File: src/rtl/acc_seq_if.sv
// Bundles the sequencer's ROM, ALU-flag and datapath-strobe signals.
// master = acc_sequencer, slave = program ROM / datapath side.
interface acc_seq_if #(
  parameter int PC_W = 5
) ();
  logic            start;
  logic [8:0]      instr;
  logic            alu_c;
  logic            alu_ze;
  logic [PC_W-1:0] rom_addr;
  logic [2:0]      f;
  logic [4:0]      operand;
  logic            en_db;
  logic            en_ff;
  logic            en_r;
  logic            busy;
  logic            halted;

  modport master (
    input  start, instr, alu_c, alu_ze,
    output rom_addr, f, operand, en_db, en_ff, en_r, busy, halted
  );

  modport slave (
    output start, instr, alu_c, alu_ze,
    input  rom_addr, f, operand, en_db, en_ff, en_r, busy, halted
  );
endinterface

File: src/rtl/acc_sequencer.sv
// Fetch/decode/execute controller for the 5-bit accumulator datapath.
// Optional macro ACC_SEQ_COND_JUMP_EN adds zero/carry flags and JZ/JC.
module acc_sequencer #(
  parameter int PC_W = 5
) (
  input  logic      clk,
  input  logic      reset,
  acc_seq_if.master bus
);
  localparam logic [3:0] OP_LDI   = 4'b0001;
  localparam logic [3:0] OP_ADDI  = 4'b0010;
  localparam logic [3:0] OP_SUBI  = 4'b0011;
  localparam logic [3:0] OP_NANDI = 4'b0100;
  localparam logic [3:0] OP_OUT   = 4'b0101;
  localparam logic [3:0] OP_JMP   = 4'b0110;
  localparam logic [3:0] OP_JZ    = 4'b0111;
  localparam logic [3:0] OP_JC    = 4'b1000;
  localparam logic [3:0] OP_HALT  = 4'b1111;

  typedef enum logic [2:0] {
    S_IDLE, S_FETCH, S_DECODE, S_EXEC, S_HALT
  } state_t;

  state_t          r_state, w_next;
  logic [PC_W-1:0] r_pc;
  logic [PC_W-1:0] w_pc_next;
  logic [8:0]      r_ir;
  logic [3:0]      w_op;
  logic [4:0]      w_imm;
  logic            w_take_jump;
  logic            w_alu_op;
  logic            w_restart;
  logic [2:0]      w_f;
  logic [4:0]      w_operand;
  logic            w_en_db, w_en_ff, w_en_r;

  assign w_op      = r_ir[8:5];
  assign w_imm     = r_ir[4:0];
  assign w_restart = ((r_state == S_IDLE) || (r_state == S_HALT)) && bus.start;

`ifdef ACC_SEQ_COND_JUMP_EN
  logic r_zflag, r_cflag;
`else
  logic w_unused;
  assign w_unused = bus.alu_c ^ bus.alu_ze;
`endif

  always_comb begin
    w_next      = r_state;
    w_take_jump = 1'b0;
    w_alu_op    = 1'b0;
    w_f         = 3'b000;
    w_operand   = 5'd0;
    w_en_db     = 1'b0;
    w_en_ff     = 1'b0;
    w_en_r      = 1'b0;
    case (r_state)
      S_IDLE, S_HALT: if (bus.start) w_next = S_FETCH;
      S_FETCH:        w_next = S_DECODE;
      S_DECODE:       w_next = S_EXEC;
      S_EXEC: begin
        w_next = S_FETCH;
        case (w_op)
          OP_LDI, OP_ADDI, OP_SUBI, OP_NANDI: begin
            w_alu_op  = 1'b1;
            w_operand = w_imm;
            w_en_db   = 1'b1;
            w_en_ff   = 1'b1;
            case (w_op)
              OP_LDI:  w_f = 3'b010;
              OP_ADDI: w_f = 3'b011;
              OP_SUBI: w_f = 3'b001;
              default: w_f = 3'b100;
            endcase
          end
          OP_OUT:  w_en_r = 1'b1;
          OP_JMP:  w_take_jump = 1'b1;
`ifdef ACC_SEQ_COND_JUMP_EN
          OP_JZ:   w_take_jump = r_zflag;
          OP_JC:   w_take_jump = r_cflag;
`endif
          OP_HALT: w_next = S_HALT;
          default: ;
        endcase
      end
      default: w_next = S_IDLE;
    endcase
  end

  // Jump targets are zero-extended; sequential pc wraps modulo 2^PC_W.
  assign w_pc_next = w_take_jump ? PC_W'(w_imm) : r_pc + PC_W'(1);

  always_ff @(posedge clk or posedge reset) begin
    if (reset) begin
      r_state <= S_IDLE;
      r_pc    <= '0;
      r_ir    <= '0;
    end else begin
      r_state <= w_next;
      if (w_restart)
        r_pc <= '0;
      if (r_state == S_DECODE)
        r_ir <= bus.instr;
      if ((r_state == S_EXEC) && (w_op != OP_HALT))
        r_pc <= w_pc_next;
    end
  end

`ifdef ACC_SEQ_COND_JUMP_EN
  always_ff @(posedge clk or posedge reset) begin
    if (reset) begin
      r_zflag <= 1'b0;
      r_cflag <= 1'b0;
    end else if (w_restart) begin
      r_zflag <= 1'b0;
      r_cflag <= 1'b0;
    end else if ((r_state == S_EXEC) && w_alu_op) begin
      r_zflag <= bus.alu_ze;
      r_cflag <= bus.alu_c;
    end
  end
`endif

  assign bus.rom_addr = r_pc;
  assign bus.f        = w_f;
  assign bus.operand  = w_operand;
  assign bus.en_db    = w_en_db;
  assign bus.en_ff    = w_en_ff;
  assign bus.en_r     = w_en_r;
  assign bus.busy     = (r_state == S_FETCH) || (r_state == S_DECODE) || (r_state == S_EXEC);
  assign bus.halted   = (r_state == S_HALT);
endmodule

File: src/flat_wrapper.sv
// flat-port wrapper written by rule: the top's interface ports become plain ports
module acc_sequencer_flat 
#(
  parameter int PC_W = 5
)
  (clk, reset, bus_start, bus_instr, bus_alu_c, bus_alu_ze, bus_rom_addr, bus_f, bus_operand, bus_en_db, bus_en_ff, bus_en_r, bus_busy, bus_halted);
  acc_seq_if #(.PC_W(PC_W)) bus_i ();
  input  logic clk;
  input  logic reset;
  input wire logic [$bits(bus_i.start)-1:0] bus_start;
  input wire logic [$bits(bus_i.instr)-1:0] bus_instr;
  input wire logic [$bits(bus_i.alu_c)-1:0] bus_alu_c;
  input wire logic [$bits(bus_i.alu_ze)-1:0] bus_alu_ze;
  output wire logic [$bits(bus_i.rom_addr)-1:0] bus_rom_addr;
  output wire logic [$bits(bus_i.f)-1:0] bus_f;
  output wire logic [$bits(bus_i.operand)-1:0] bus_operand;
  output wire logic [$bits(bus_i.en_db)-1:0] bus_en_db;
  output wire logic [$bits(bus_i.en_ff)-1:0] bus_en_ff;
  output wire logic [$bits(bus_i.en_r)-1:0] bus_en_r;
  output wire logic [$bits(bus_i.busy)-1:0] bus_busy;
  output wire logic [$bits(bus_i.halted)-1:0] bus_halted;
  assign bus_i.start = bus_start;
  assign bus_i.instr = bus_instr;
  assign bus_i.alu_c = bus_alu_c;
  assign bus_i.alu_ze = bus_alu_ze;
  assign bus_rom_addr = bus_i.rom_addr;
  assign bus_f = bus_i.f;
  assign bus_operand = bus_i.operand;
  assign bus_en_db = bus_i.en_db;
  assign bus_en_ff = bus_i.en_ff;
  assign bus_en_r = bus_i.en_r;
  assign bus_busy = bus_i.busy;
  assign bus_halted = bus_i.halted;
  acc_sequencer #(.PC_W(PC_W)) u_core (.clk(clk), .reset(reset), .bus(bus_i));
endmodule
File: config.mk
export PLATFORM = sky130hd
export DESIGN_NAME = acc_sequencer_flat
export DESIGN_NICKNAME = d
export VERILOG_FILES = /design/src/rtl/acc_seq_if.sv /design/src/rtl/acc_sequencer.sv /design/src/flat_wrapper.sv
export SDC_FILE = /design/constraint.sdc
export NUM_CORES = 1
export LEC_CHECK = 0
export ABC_CLOCK_PERIOD_IN_PS = 1350
export CORE_MARGIN = 4
export CORE_UTILIZATION = 30
export CTS_CLUSTER_SIZE = 14
export DETAILED_ROUTE_END_ITERATION = 7
export DONT_BUFFER_PORTS = 1
export PLACE_DENSITY = 0.42
export SLEW_MARGIN = 20
export SYNTH_ARGS = -nofsm -noshare
export SYNTH_HDL_FRONTEND = slang
export SYNTH_SLANG_ARGS = --single-unit
File: constraint.sdc
create_clock -name clk -period 1.35 [get_ports clk]
set_input_delay 0.27 -clock clk [delete_from_list [all_inputs] [get_ports clk]]
set_output_delay 0.27 -clock clk [all_outputs]
set_load 0.02 [all_outputs]
======== Word level (Yosys, flattened, before mapping) ========
Index checks and enable logic that the tools add are counted.
word-level totals
  register bits ........................... 17
  input port bits ......................... 14
  word-level logic and storage cells ...... 43
  output and inout bits ................... 18
operators by class
  equal/unequal tests ..................... 13
  $add $sub $neg .......................... 1
  reduce and logical (&&, ||, !) cells .... 9
  mux-type cells .......................... 17
operator list
  cell                   number
  $mux W5                5
  $eq A4 B3 Y1 const B   3
  $mux W3                4
  $pmux W3 S4            1
  $pmux W3 S3            1
  $eq A4 B2 Y1 const B   2
  $eq A3 B2 Y1 const B   2
  $mux W1                6
  $add A5 B1 Y5 const B  1
  $eq A4 B1 Y1 const B   1
  $eq A4 B4 Y1 const B   1
  $ne A4 B4 Y1 const B   1
  $reduce_or A4 Y1       1
  $eq A3 B1 Y1 const B   1
  $eq A3 B3 Y1 const B   1
  $logic_not A3 Y1       1
  $logic_or A1 B1 Y1     3
  $logic_and A1 B1 Y1    2
  $ne A2 B2 Y1 const B   1
  $reduce_bool A2 Y1     1
  $reduce_or A2 Y1       1

======== Depth between registers and ports, before layout ========
  depth in word-level cells ............... 5
  mapped depth ............................ 5
  depth with buffers taken out ............ 4

======== Worst setup path before layout ========
Ideal clock, no wire load.
  kind .................................... reg-to-output
  start ................................... register u_core.r_state[2]
  end ..................................... output port bus_operand[0]
  data arrival time ....................... 1.417 ns
  cell stages (with the launch flop) ...... 4
  slack ................................... -0.337 ns
  buffers on the path ..................... 0
  required time ........................... 1.080 ns
  cells stage by stage .................... dfrtp_1 -> nand3b_4 -> nor4b_4 -> and2_1
on the way
  word-level cells in the longest chain between the ends .. 2
ends and longest elaborated chain
  item                      line                 RTL
  start: declaration        acc_sequencer.sv:24  state_t r_state, w_next;
  start signal: assignment  acc_sequencer.sv:99  r_state <= w_next;
  $eq A3 B2 Y1              acc_sequencer.sv:57  case (r_state)
  $mux W5                   acc_sequencer.sv:57
  end: declaration          flat_wrapper.sv:16   output wire logic [$bits(bus_i.operand)-1:0] bus_operand;
Every way passes these cells.

======== Final worst setup path ========
  start ................................... register u_core.r_state[2]
  end ..................................... output port bus_operand[2]
Same word-level chain as after synthesis.

==> metrics <==
run status complete, but fails checks; violated checks setup timing; number of global-route vias before repair 844; routed length per instance 15.9 µm; Net Sw Frac 42.3%; Max-slew headroom 79.6%; top_reg_cell synth dfrtp_1; number of diodes 0; initial antenna violation count 0; Design Area, Final ~0.0015 mm²; Hold Path Stages 1; Post-Syn Nets 109; first-pass GRT wire length 4180 µm; Vias 833; final WL 2640 µm; RR Startpoint u_core.r_state[0]; critical path peak fanout 6; TritonCTS clock tree yes; critical setup path kind reg -> out; H-tree Lvls 1; startpoint types flop; RSZ-0062 raised after global routing yes; Clock transition at path regs 100 ps; die area 0.00447 mm²; Layout Nets 136; ANT nets after route 0; Post-Syn Instances 94; Initial DRC Count 22; Critical Path RT about 1100 ps; Yosys reg bits 17; post-synthesis sequential area ratio between 40% and 50%; Hold Path Class in -> reg; Yosys warnings 0; Slew Limit Fails 0; clock network fraction of total power approximately 7.4%; DIE HEIGHT 66.9 µm; post-route setup TNS -4650 ps; I/O Buffers 0; leakage power 0.679 nW; most common cell in the netlist dfrtp_1; total track usage 12.4%; grt ovf 0; Comb pwr share 66.3%; Peak VDD IR 928 µV; HPWL after DPL roughly 1900 µm; R2R Path End u_core.bus.rom_addr[0]; initial core utilization a little under a third; Internal Pwr Total approximately 0.0022 W; CP arrival 1460 ps; worst slew pin tran roughly 310 ps; mean post-synth cell area 11.1 µm²; Post-Route Skew 20.0 ps; Setup WS post-layout -381 ps; Mapped Area approximately 0.0010 mm²; Final GP Congestion 0.779; Final min period 1730 ps; Final period util 128%; DR DRC count 0; Commonest cells post-synth dfrtp_1 (17), mux2_2 (9), and2_1 (6), nor2_1 (6); largest net degree at the start of global routing 18; Num CTS Buffers 3; FF-to-FF setup slack -110 ps; io pins 32; Yosys top cell area share 40.9%; Worst Reg2Reg Path Length in Cells 5; final setup violation count 27; DR vias/cell 5.02; row count 21; total power between 0.003 and 0.004 W; number of synthesized flops with an enable pin 0; Sw Pwr 0.00163 W; CTS Sinks 17; HP Start bus_start; clock buffer depth 2; post-synth top area cell dfrtp_1; core footprint 0.00334 mm²; Die W 66.9 µm; ys async rst share 100%; Placed Area about 0.0012 mm²; Area contributors post-synth dfrtp_1 (41%), mux2_2 (9.7%), and2_1 (3.6%), o211ai_1 (2.9%), nand4bb_4 (2.6%); maxcap violations 0; Fmax between 0.5 and 0.6 GHz; Min-Delay Endpoint u_core.r_state[2]; Worst setup EP type output port; ratio of cells with drive above 1 in the final layout 60.8%; Seq pwr share 26.3%; Skew-Pair Late Insertion Delay 300 ps; hold slack final 63.8 ps; final hold vios 0; Clock Tree Root clkbuf_4; Area Growth Syn to Fin 45.0%; first-pass iteration count of the detailed router 2; Distinct cells, synth 38; Power Density 2550 mW/mm²
critical path: stages, from the launching register on:
cell      delay, ps
dfrtp_1         390
nand3b_4        180
nor4b_4         270
buf_6           160
and2_4          180
metal layers:
layer	vias up	GRT usage [%]	share of wire (%)
met3	2	3.88	4.6
met4	0	3.04	0.72
met1	415	17.7	49
li1	401	-	-
met2	15	18.1	46
met5	-	0	0
power by group through the flow:
stage               Sequential, W  Combinational, W  Clock, W
finish                    0.00101           0.00255  0.000286
global route              0.00105           0.00274  0.000319
global placement         0.000978           0.00188         0
detailed placement       0.000991           0.00190         0
floorplan                0.000973           0.00135         0
CTS                      0.000995           0.00229  0.000295
state kept, by name (all words and copies together) (netlist names):
signal / cells
u_core.r_ir: 9
u_core.r_state: 3
u_core.bus.rom_addr: 5
worst max-delay path by stage:
stage                     endpoint         startpoint  cells past startpoint
floorplan           bus_operand[0]  u_core.r_state[2]                      3
global placement    bus_operand[0]     u_core.r_ir[5]                      3
detailed placement  bus_operand[0]     u_core.r_ir[5]                      3
CTS                      bus_en_db  u_core.r_state[2]                      4
global route        bus_operand[2]  u_core.r_state[2]                      4
finish              bus_operand[2]  u_core.r_state[2]                      4
repair_timing:
action                                  in CTS  in global routing
resized for setup                           32                 23
setup buffers                                2                  6
endpoints found under the setup margin      27                 28
hold buffers                                 1                  0
pin swaps                                    5                 11
cloned                                       0                  0
hold endpoints to repair                    17                  0
metrics by stage:
| stage | utilization, % | worst slack (ps) | instances |
|---|---|---|---|
| after floorplan | - | -336 | 94 |
| after global placement | 37.2 | -143 | 155 |
| after detailed placement | 37.2 | -151 | 155 |
| after CTS | 42.1 | -410 | 162 |
| after global routing | 45.2 | -472 | 166 |
| final | 45.2 | -381 | 166 |
cell type report:
class / instances / area [µm²]
clock buffers: 3 / 22.5
clock inverters: 1 / 5.00
fillers: 330 / 1830
inverters: 2 / 10.0
multi-input cells: 67 / 711
flip-flops and latches: 17 / 425
well taps: 46 / 57.6
repair buffers: 30 / 277
cell families (layout without fill, tap and decap cells):
kind of cell    Yosys count  in the layout  synth area share, %
simple gates             38             38                 27.8
buf+inv                  10             36                 5.29
mux                      11             11                 11.7
compound gates           15             15                 11.4
fa+ha+maj                 1              1                 1.20
xor+xnor                  2              2                 1.69
flops                    17             17                 40.9
placed cells by master (no fill, tap or decap), types with 2 or more instances in the layout:
| cell | synthesis | layout |
|---|---|---|
| nor2_4 | 1 | 4 |
| buf_6 | 1 | 9 |
| buf_8 | 0 | 2 |
| dfrtp_1 | 17 | 17 |
| a31o_2 | 2 | 2 |
| xnor2_1 | 2 | 2 |
| clkbuf_4 | 0 | 3 |
| o211ai_1 | 4 | 4 |
| nor2_1 | 6 | 2 |
| nor2b_1 | 2 | 2 |
| and2_4 | 0 | 5 |
| mux2_4 | 0 | 9 |
| nand2_2 | 0 | 3 |
| o22ai_1 | 3 | 3 |
| mux2i_1 | 2 | 2 |
| nand4_1 | 4 | 4 |
| nor4b_4 | 1 | 2 |
| buf_4 | 1 | 18 |
| a22oi_1 | 2 | 2 |
(Power assumes the default switching activity.)
